### config.mk
export PLATFORM = sky130hd
export DESIGN_NAME = i2c_register_bank
export DESIGN_NICKNAME = d
export VERILOG_FILES = /design/src/rtl/i2c_register_bank.sv
export SDC_FILE = /design/constraint.sdc
export NUM_CORES = 1
export LEC_CHECK = 0
export ABC_CLOCK_PERIOD_IN_PS = 5400
export CORE_MARGIN = 10
export CORE_UTILIZATION = 25
export DETAILED_ROUTE_END_ITERATION = 7
export GPL_ROUTABILITY_DRIVEN = 0
export MAX_ROUTING_LAYER = met4
export PLACE_DENSITY_LB_ADDON = 0.12
export SYNTH_ARGS = -nofsm -noshare
export SYNTH_HDL_FRONTEND = slang
export SYNTH_SLANG_ARGS = --single-unit
### constraint.sdc
create_clock -name clk -period 5.4 [get_ports clk]
set_input_delay 1.08 -clock clk [delete_from_list [all_inputs] [get_ports clk]]
set_output_delay 1.08 -clock clk [all_outputs]
set_load 0.005 [all_outputs]
### src/rtl/i2c_register_bank.sv
// rtl/i2c_register_bank.sv - pointer-addressed 8-bit register bank behind an I2C slave strobe interface
// Optional receive-byte counter at pointer 8'hFF: define I2C_REGBANK_RXCNT_EN.
module i2c_register_bank #(
    parameter int           NUM_REGS  = 8,
    parameter int           NUM_RW    = 4,
    parameter logic [7:0]   RESET_VAL = 8'h00,
    parameter logic [7:0]   FILL_VAL  = 8'hFF
) (
    input  logic                               clk,
    input  logic                               rst,
    input  logic [7:0]                         i2c_addr_rw,
    input  logic                               i2c_addr_rw_valid_stb,
    input  logic [7:0]                         i2c_data_rx,
    input  logic                               i2c_data_rx_valid_stb,
    output logic [7:0]                         i2c_data_tx,
    input  logic                               i2c_data_tx_loaded_stb,
    input  logic                               i2c_error_stb,
    input  logic [8*(NUM_REGS-NUM_RW)-1:0]     ro_in,
    output logic [8*NUM_RW-1:0]                reg_out,
    output logic                               reg_wr_stb,
    output logic [7:0]                         reg_wr_idx,
    output logic [1:0]                         debug_state
);
    localparam logic [1:0] IDLE  = 2'd0;
    localparam logic [1:0] WPTR  = 2'd1;
    localparam logic [1:0] WDATA = 2'd2;
    localparam logic [1:0] READ  = 2'd3;

    localparam int         RO_N     = NUM_REGS - NUM_RW;
    localparam int         RW_A     = (NUM_RW > 0) ? NUM_RW : 1;
    localparam int         RO_A     = (RO_N > 0) ? RO_N : 1;
    localparam logic [7:0] NUM_RW8  = 8'(NUM_RW);
    localparam logic [7:0] LAST8    = 8'(NUM_REGS - 1);

    logic [1:0] state_q, state_d;
    logic [7:0] ptr_q, ptr_d;
    logic [7:0] tx_q, tx_d;
    logic [7:0] rw_q [RW_A];
    logic [7:0] snap_q [RO_A];
    logic       wr_stb_q;
    logic [7:0] wr_idx_q;
    logic       snap_cap, wr_en, wdata_rx, advance;
    logic       unused_addr;

    assign unused_addr = ^i2c_addr_rw[7:1];

    always_comb begin
        state_d  = state_q;
        ptr_d    = ptr_q;
        snap_cap = 1'b0;
        wdata_rx = 1'b0;
        advance  = 1'b0;
        if (i2c_error_stb) begin
            state_d = IDLE;
        end else if (i2c_addr_rw_valid_stb) begin
            state_d  = i2c_addr_rw[0] ? READ : WPTR;
            snap_cap = i2c_addr_rw[0];
        end else begin
            case (state_q)
                WPTR: if (i2c_data_rx_valid_stb) begin
                    ptr_d   = i2c_data_rx;
                    state_d = WDATA;
                end
                WDATA: if (i2c_data_rx_valid_stb) begin
                    wdata_rx = 1'b1;
                    advance  = 1'b1;
                end
                READ:    advance = i2c_data_tx_loaded_stb;
                default: ;
            endcase
        end
        // unmapped pointers stay put so repeated reads keep returning FILL_VAL
        if (advance) begin
            if (ptr_q == LAST8)
                ptr_d = 8'd0;
            else if (ptr_q < LAST8)
                ptr_d = ptr_q + 8'd1;
        end
    end

    assign wr_en = wdata_rx && (ptr_q < NUM_RW8);

`ifdef I2C_REGBANK_RXCNT_EN
    logic [7:0] cnt_q;

    always_ff @(posedge clk or posedge rst) begin
        if (rst)
            cnt_q <= 8'd0;
        else if (wdata_rx && ptr_q == 8'hFF)
            cnt_q <= 8'd0;
        else if (wdata_rx && cnt_q != 8'hFF)
            cnt_q <= cnt_q + 8'd1;
    end
`endif

    always_comb begin
        tx_d = FILL_VAL;
        for (int k = 0; k < NUM_RW; k++)
            if (ptr_q == 8'(k)) tx_d = rw_q[k];
        for (int k = 0; k < RO_N; k++)
            if (ptr_q == 8'(NUM_RW + k)) tx_d = snap_q[k];
`ifdef I2C_REGBANK_RXCNT_EN
        if (ptr_q == 8'hFF) tx_d = cnt_q;
`endif
    end

    always_ff @(posedge clk or posedge rst) begin
        if (rst) begin
            state_q  <= IDLE;
            ptr_q    <= 8'd0;
            tx_q     <= 8'd0;
            wr_stb_q <= 1'b0;
            wr_idx_q <= 8'd0;
            for (int k = 0; k < RW_A; k++) rw_q[k] <= RESET_VAL;
            for (int k = 0; k < RO_A; k++) snap_q[k] <= 8'd0;
        end else begin
            state_q  <= state_d;
            ptr_q    <= ptr_d;
            tx_q     <= tx_d;
            wr_stb_q <= wr_en;
            if (wr_en) wr_idx_q <= ptr_q;
            for (int k = 0; k < NUM_RW; k++)
                if (wr_en && ptr_q == 8'(k)) rw_q[k] <= i2c_data_rx;
            if (snap_cap)
                for (int k = 0; k < RO_N; k++) snap_q[k] <= ro_in[8*k +: 8];
        end
    end

    for (genvar g = 0; g < NUM_RW; g++) begin : g_reg_out
        assign reg_out[8*g +: 8] = rw_q[g];
    end

    assign i2c_data_tx = tx_q;
    assign reg_wr_stb  = wr_stb_q;
    assign reg_wr_idx  = wr_idx_q;
    assign debug_state = state_q;
endmodule

==> results of run 1 <==
cell families after synthesis:
group / after synthesis / share of synthesized area, %
DFF: 91 / 55.17
muxes: 74 / 20.79
AOI/OAI and AO/OA: 70 / 10.34
and+or+nand+nor: 62 / 9.670
buffers and inverters: 26 / 2.819
adders and majority gates: 4 / 1.213
per-stage QoR:
| step | setup slack [ns] | util (%) | std cells |
|---|---|---|---|
| 6_report | 2.210 | 35.11 | 641 |
| 2_1_floorplan | 1.956 | - | 327 |
| 3_5_place_dp | 1.817 | 33.07 | 625 |
| 4_1_cts | 2.186 | 35.11 | 641 |
| 3_3_place_gp | 1.849 | 33.07 | 625 |
| 5_1_grt | 2.055 | 35.11 | 641 |
power breakdown:
part / leakage [nW] / total (mW) / internal (mW) / switching, mW
registers: 1.15 / 0.827 / 0.762 / 0.0656
logic: 1.11 / 0.569 / 0.258 / 0.310
clock network: 0.165 / 0.689 / 0.428 / 0.261
flip-flops by register name, indices dropped and copies added (netlist names):
register / flops
reg_out: 32
snap_q: 32
i2c_data_tx: 8
ptr_q: 8
reg_wr_idx: 8
debug_state: 2
reg_wr_stb: 1
worst max-delay path by stage:
| stage | from | to | slack (ns) | cells after the start |
|---|---|---|---|---|
| finish | i2c_addr_rw_valid_stb | reg_out[11]$_DFFE_PP0P_ | 2.21 | 6 |
| global route | i2c_addr_rw_valid_stb | reg_out[8]$_DFFE_PP0P_ | 2.06 | 6 |
| detailed placement | i2c_addr_rw_valid_stb | reg_out[15]$_DFFE_PP0P_ | 1.82 | 6 |
| global placement | i2c_addr_rw_valid_stb | reg_out[12]$_DFFE_PP0P_ | 1.85 | 6 |
| CTS | i2c_addr_rw_valid_stb | reg_out[11]$_DFFE_PP0P_ | 2.19 | 6 |
| floorplan | rst | debug_state[0]$_DFFE_PP0P_ | 1.96 | 1 |
layer usage:
metal | vias up | global-route usage, % | routed length [µm]
met4 | 0 | 3.469 | 123
li1 | 1360 | - | -
met1 | 1442 | 14.34 | 5773
met2 | 82 | 18.05 | 5762
met5 | - | - | 0
met3 | 10 | 3.853 | 669
area by class of cell:
class	count	area [µm²]
Clock buffer	11	252.7
Clock inverter	5	75.07
Sequential cell	91	2277
Tap cell	216	270.3
Inverter	7	27.53
Timing Repair Buffer	101	1001
Fill cell	1603	10420
Multi-Input combinational cell	210	1734
cell usage after synthesis, drive strengths merged, types with 6 or more instances:
cell    number
clkbuf      17
or3b         7
nor2        11
dfrtp       91
o21ai       26
o211ai       8
mux2        70
a21oi       20
nand2       15
inv          7
and2b        6
worst max-delay path: cells and delay by family:
| family | cells | cell delay [ns] |
|---|---|---|
| buf+inv | 1 | 0.46 |
| mux | 1 | 0.38 |
| simple gates | 4 | 1.49 |
layout by cell type, fill, tap and decap left out, types with 7 or more instances in the layout:
cell type / instances
clkdlybuf4s50_1: 97
dfrtp_1: 91
mux2_2: 62
o21ai_0: 26
a21oi_1: 20
nand2_1: 10
nor2_1: 10
clkbuf_16: 9
mux2_4: 8
o211ai_1: 8
or3b_2: 7
==> impl_metrics.ini, run 1 <==
[drt]
dr.first_iter.drc_count = 161
totalWireLength_mm = 12.33
vias_per_cell = 4.515
routedWlPerCell_um = 19.23
firstDrtPassIters = 4
drc = 0
postRouteAntennaNets = 0
via_count = 2894

[floorplanning]
die_y_um = 148.5
rows = 46
fp.dieW_um = 148.5
num_io_pins = 105
fp.dieArea_um2 = 22050
start_util_pct = 25.71
core_area_um2 = 16060

[clock_tree]
clk_latency_ns = 0.35
cts_setup_buffers = 0
path_clk_slew_ns = 0.06
cts_inserted_buffers = 9
cts_sinks = 91
ctsRootBufferMaster = clkbuf_16
cts-htree-levels = 3
cts.path.max_buffers = 2
cts-resized-gates = 0
cts_tree = built
hold_buffers = 0

[synthesis]
syn-cell-area_um2 = 4128
ys_types = 45
yosys-top-cells-area = dfrtp_1 (55%), mux2_2 (17%), o21ai_0 (3.2%)
async_reset_ff_share_pct = 100.0
synth_area_per_cell_um2 = 12.62
synth_edf_count = 0
yosys.area.top_type = dfrtp_1
synth_ff_type = dfrtp_1
ys_ff_latch = 91
synth_nets = 385
ys_warn_count = 0
synth_top_cell_area_share_pct = 55.17
yosysSeqAreaShare_pct = 55.17
synth_cells = 327

[hold_path]
hp-start = reg_wr_idx[6]$_DFFE_PP0P_
hp-class = register to register
min_to = reg_wr_idx[6]$_DFFE_PP0P_
whs_path_depth = 1

[sta]
finalSetupTns_ns = 0
whs_ns = 0.4832
maxSlewHeadroom_pct = 39.09
fmax_mhz = 313.5
fin_crit_sh_pct = 59.08
layout_min_cycle_time_ns = 3.190
worst_pin_slew_ns = 0.9069
slew_viol_final = 0
finalSetupViolCount = 0
fin_skew_ns = 0.008039
rsz0062_at_grt = false
hold_viol = 0

[setup_path]
crit_path_top_delay_cell = nor4_4
crit_type = input pin to register
crit_chain = clkdlybuf4s50_1 > nor2_2 > nand2_1 > nor4_4 > nand2_2 > mux2_2
ff2ff_setup_slack_ns = 2.65
endpoint_kind = register
max_stage_delay_ns = 0.82
worstPathMaxFanout = 13
timing.rr.start = ptr_q[1]$_DFF_PP0_
worstReg2RegEnd = i2c_data_tx[5]$_DFF_PP0_
crit_arrival_ns = 3.42
required_ns = 5.63
start_kind = input pin
r2r_cells = 6

[pwr]
p_leak_nw = 2.426
vdd_drop_max_mv = 0.1881
p_total_mw = 2.085
power_density_nw_per_um2 = 369.8

[final_layout]
area_growth_pct = 36.59
final_nets = 478
stdcell_area_um2 = 5638
drive_gt1_share_pct = 25.88
diodes = 0

[status]
outcome = finished clean

[grt]
grt_use_total_pct = 11.72
antenna_found_initial = 0
first_global_vias = 3202
grt_overflow = 0
grt_pass1_wl_mm = 18.98
grt_max_degree = 58

[placed_design]
dp_hpwl_mm = 8.757
placed_cell_area_um2 = 5310
portBuffers = 97

[flow_run]
maxCapViolCount = 0
Power figures use the tool's default switching activity.
==> run 2, diff against run 1 <==
--- a/config.mk
+++ b/config.mk
@@ -5,7 +5,7 @@
 export SDC_FILE = /design/constraint.sdc
 export NUM_CORES = 1
 export LEC_CHECK = 0
-export ABC_CLOCK_PERIOD_IN_PS = 5400
+export ABC_CLOCK_PERIOD_IN_PS = 3000
 export CORE_MARGIN = 10
 export CORE_UTILIZATION = 25
 export DETAILED_ROUTE_END_ITERATION = 7
==> constraint.sdc (replaced) <==
create_clock -name clk -period 3 [get_ports clk]
set_input_delay 0.6 -clock clk [delete_from_list [all_inputs] [get_ports clk]]
set_output_delay 0.6 -clock clk [all_outputs]
set_load 0.005 [all_outputs]
==> run 2 against run 1 <==
Effect of this change: non-clock buffer count grew 12; total power grew 78%; combinational power grew 93%; sequential share of layout area shrank 0.50 points; global-route usage grew 0.076 points.
==> impl_metrics.ini, run 2 (synthesis gave the netlist of run 1 again) <==
[status]
outcome = finished clean

[setup_path]
crit_path_top_delay_cell = dfrtp_1
max_stage_delay_ns = 0.45
crit_chain = inv_1 > ha_1 > buf_4 > nor3b_1 > nor3_1 > a21oi_1 > o31ai_1 > a311o_1
worstPathMaxFanout = 9
ff2ff_setup_slack_ns = 0.70
start_kind = register
required_ns = 3.22
crit_arrival_ns = 2.52
crit_type = register to register
endpoint_kind = register

[drt]
firstDrtPassIters = 4
routedWlPerCell_um = 18.88
drc = 0
totalWireLength_mm = 12.33
via_count = 2935
postRouteAntennaNets = 0
dr.first_iter.drc_count = 110
vias_per_cell = 4.495

[floorplanning]
core_area_um2 = 16060
fp.dieArea_um2 = 22050
start_util_pct = 25.71
fp.dieW_um = 148.5
rows = 46
die_y_um = 148.5
num_io_pins = 105

[sta]
worst_pin_slew_ns = 0.5539
hold_viol = 0
fin_crit_sh_pct = 76.71
finalSetupTns_ns = 0
whs_ns = 0.4836
layout_min_cycle_time_ns = 2.301
maxSlewHeadroom_pct = 63.00
fin_skew_ns = 0.005635
slew_viol_final = 0
rsz0062_at_grt = false
fmax_mhz = 434.5
finalSetupViolCount = 0
timing.final.ws_setup_ns = 0.6987

[clock_tree]
cts_sinks = 91
cts_setup_buffers = 0
hold_buffers = 0
cts_tree = built
cts_inserted_buffers = 9
ctsRootBufferMaster = clkbuf_16
cts-htree-levels = 3
clk_latency_ns = 0.34
cts.path.max_buffers = 2
path_clk_slew_ns = 0.06
cts-resized-gates = 0

[pwr]
pwr-share-clk_pct = 30.5
switchingPower_mw = 1.153
vdd_drop_max_mv = 0.2804
power_density_nw_per_um2 = 649.6
p_leak_nw = 2.462
internal-power_mw = 2.556
pwr-share-comb_pct = 29.6
p_total_mw = 3.709
power.share.sequential_pct = 39.8
switching_share_pct = 31.08

[placed_design]
dp_hpwl_mm = 9.069
placed_cell_area_um2 = 5413
portBuffers = 97
place_worst_setup_slack_ns = 0.4014
place_inst = 637

[final_layout]
drive_gt1_share_pct = 27.46
stdcell_area_um2 = 5709
final_cell_mix = clkdlybuf4s50_1 (97), dfrtp_1 (91), mux2_2 (62)
area_growth_pct = 38.31
diodes = 0
instances_no_fill = 653
final_common_cell = clkdlybuf4s50_1
final_util_pct = 35.55
final_nets = 490

[grt]
grt_overflow = 0
antenna_found_initial = 0
grt_max_degree = 35
first_global_vias = 3267
grt_use_total_pct = 11.80
grt_pass1_wl_mm = 19.23

[flow_run]
maxCapViolCount = 0

[hold_path]
hp-class = register to register
## run 2: cell types whose count changed in the layout (fill, tap and decap cells not counted), sizes merged
cell / change
bufinv: -1
buf: +12
clkinv: -2
clkbuf: +1
clkinvlp: +2
## run 2: path summary, 6_finish.rpt
path / startpoint / to / cells after the start
min in group asynchronous: rst / reg_wr_idx[3]$_DFFE_PP0P_ / 2
worst max register to register: ptr_q[0]$_DFF_PP0_ / i2c_data_tx[5]$_DFF_PP0_ / 8
worst min-delay path: reg_wr_idx[6]$_DFFE_PP0P_ / reg_wr_idx[6]$_DFFE_PP0P_ / 1
worst min register to register: reg_wr_idx[6]$_DFFE_PP0P_ / reg_wr_idx[6]$_DFFE_PP0P_ / 1
worst max-delay path: ptr_q[0]$_DFF_PP0_ / i2c_data_tx[5]$_DFF_PP0_ / 8
max in group asynchronous: rst / snap_q[24]$_DFFE_PP0P_ / 3
## run 2: worst max-delay path, delay by kind of cell, from the launching register on
kind | cells | cell delay [ns]
AO/OA/AOI/OAI | 3 | 0.61
flip-flops | 1 | 0.45
buffers and inverters | 2 | 0.41
adder cells (fa/ha/maj) | 1 | 0.41
AND/OR/NAND/NOR | 2 | 0.31
## run 2: final cells by class
class / count / area [µm²]
clock buffer: 12 / 246.5
tap: 216 / 270.3
sequential: 91 / 2277
multi-input combinational: 210 / 1734
clock inverter: 4 / 50.05
inverter: 7 / 27.53
fill: 1596 / 10350
timing repair buffer: 113 / 1104
## run 2: power groups by stage
stage          Combinational, mW  Clock [mW]  Sequential (mW)
6_report                    1.10        1.13             1.48
3_5_place_dp                1.12           0             1.50
4_1_cts                     1.13        1.18             1.48
3_3_place_gp                1.11           0             1.50
5_1_grt                     1.23        1.22             1.50
2_1_floorplan              0.695           0             1.46
## run 2: routing by layer
layer	track usage, %	wire [µm]	share of wire [%]	vias up
li1	-	-	-	1389
met1	14.29	5618	46	1458
met2	18.72	5824	47	82
met3	3.944	789	6.4	6
met4	2.527	97	0.79	0
met5	-	0	0	-
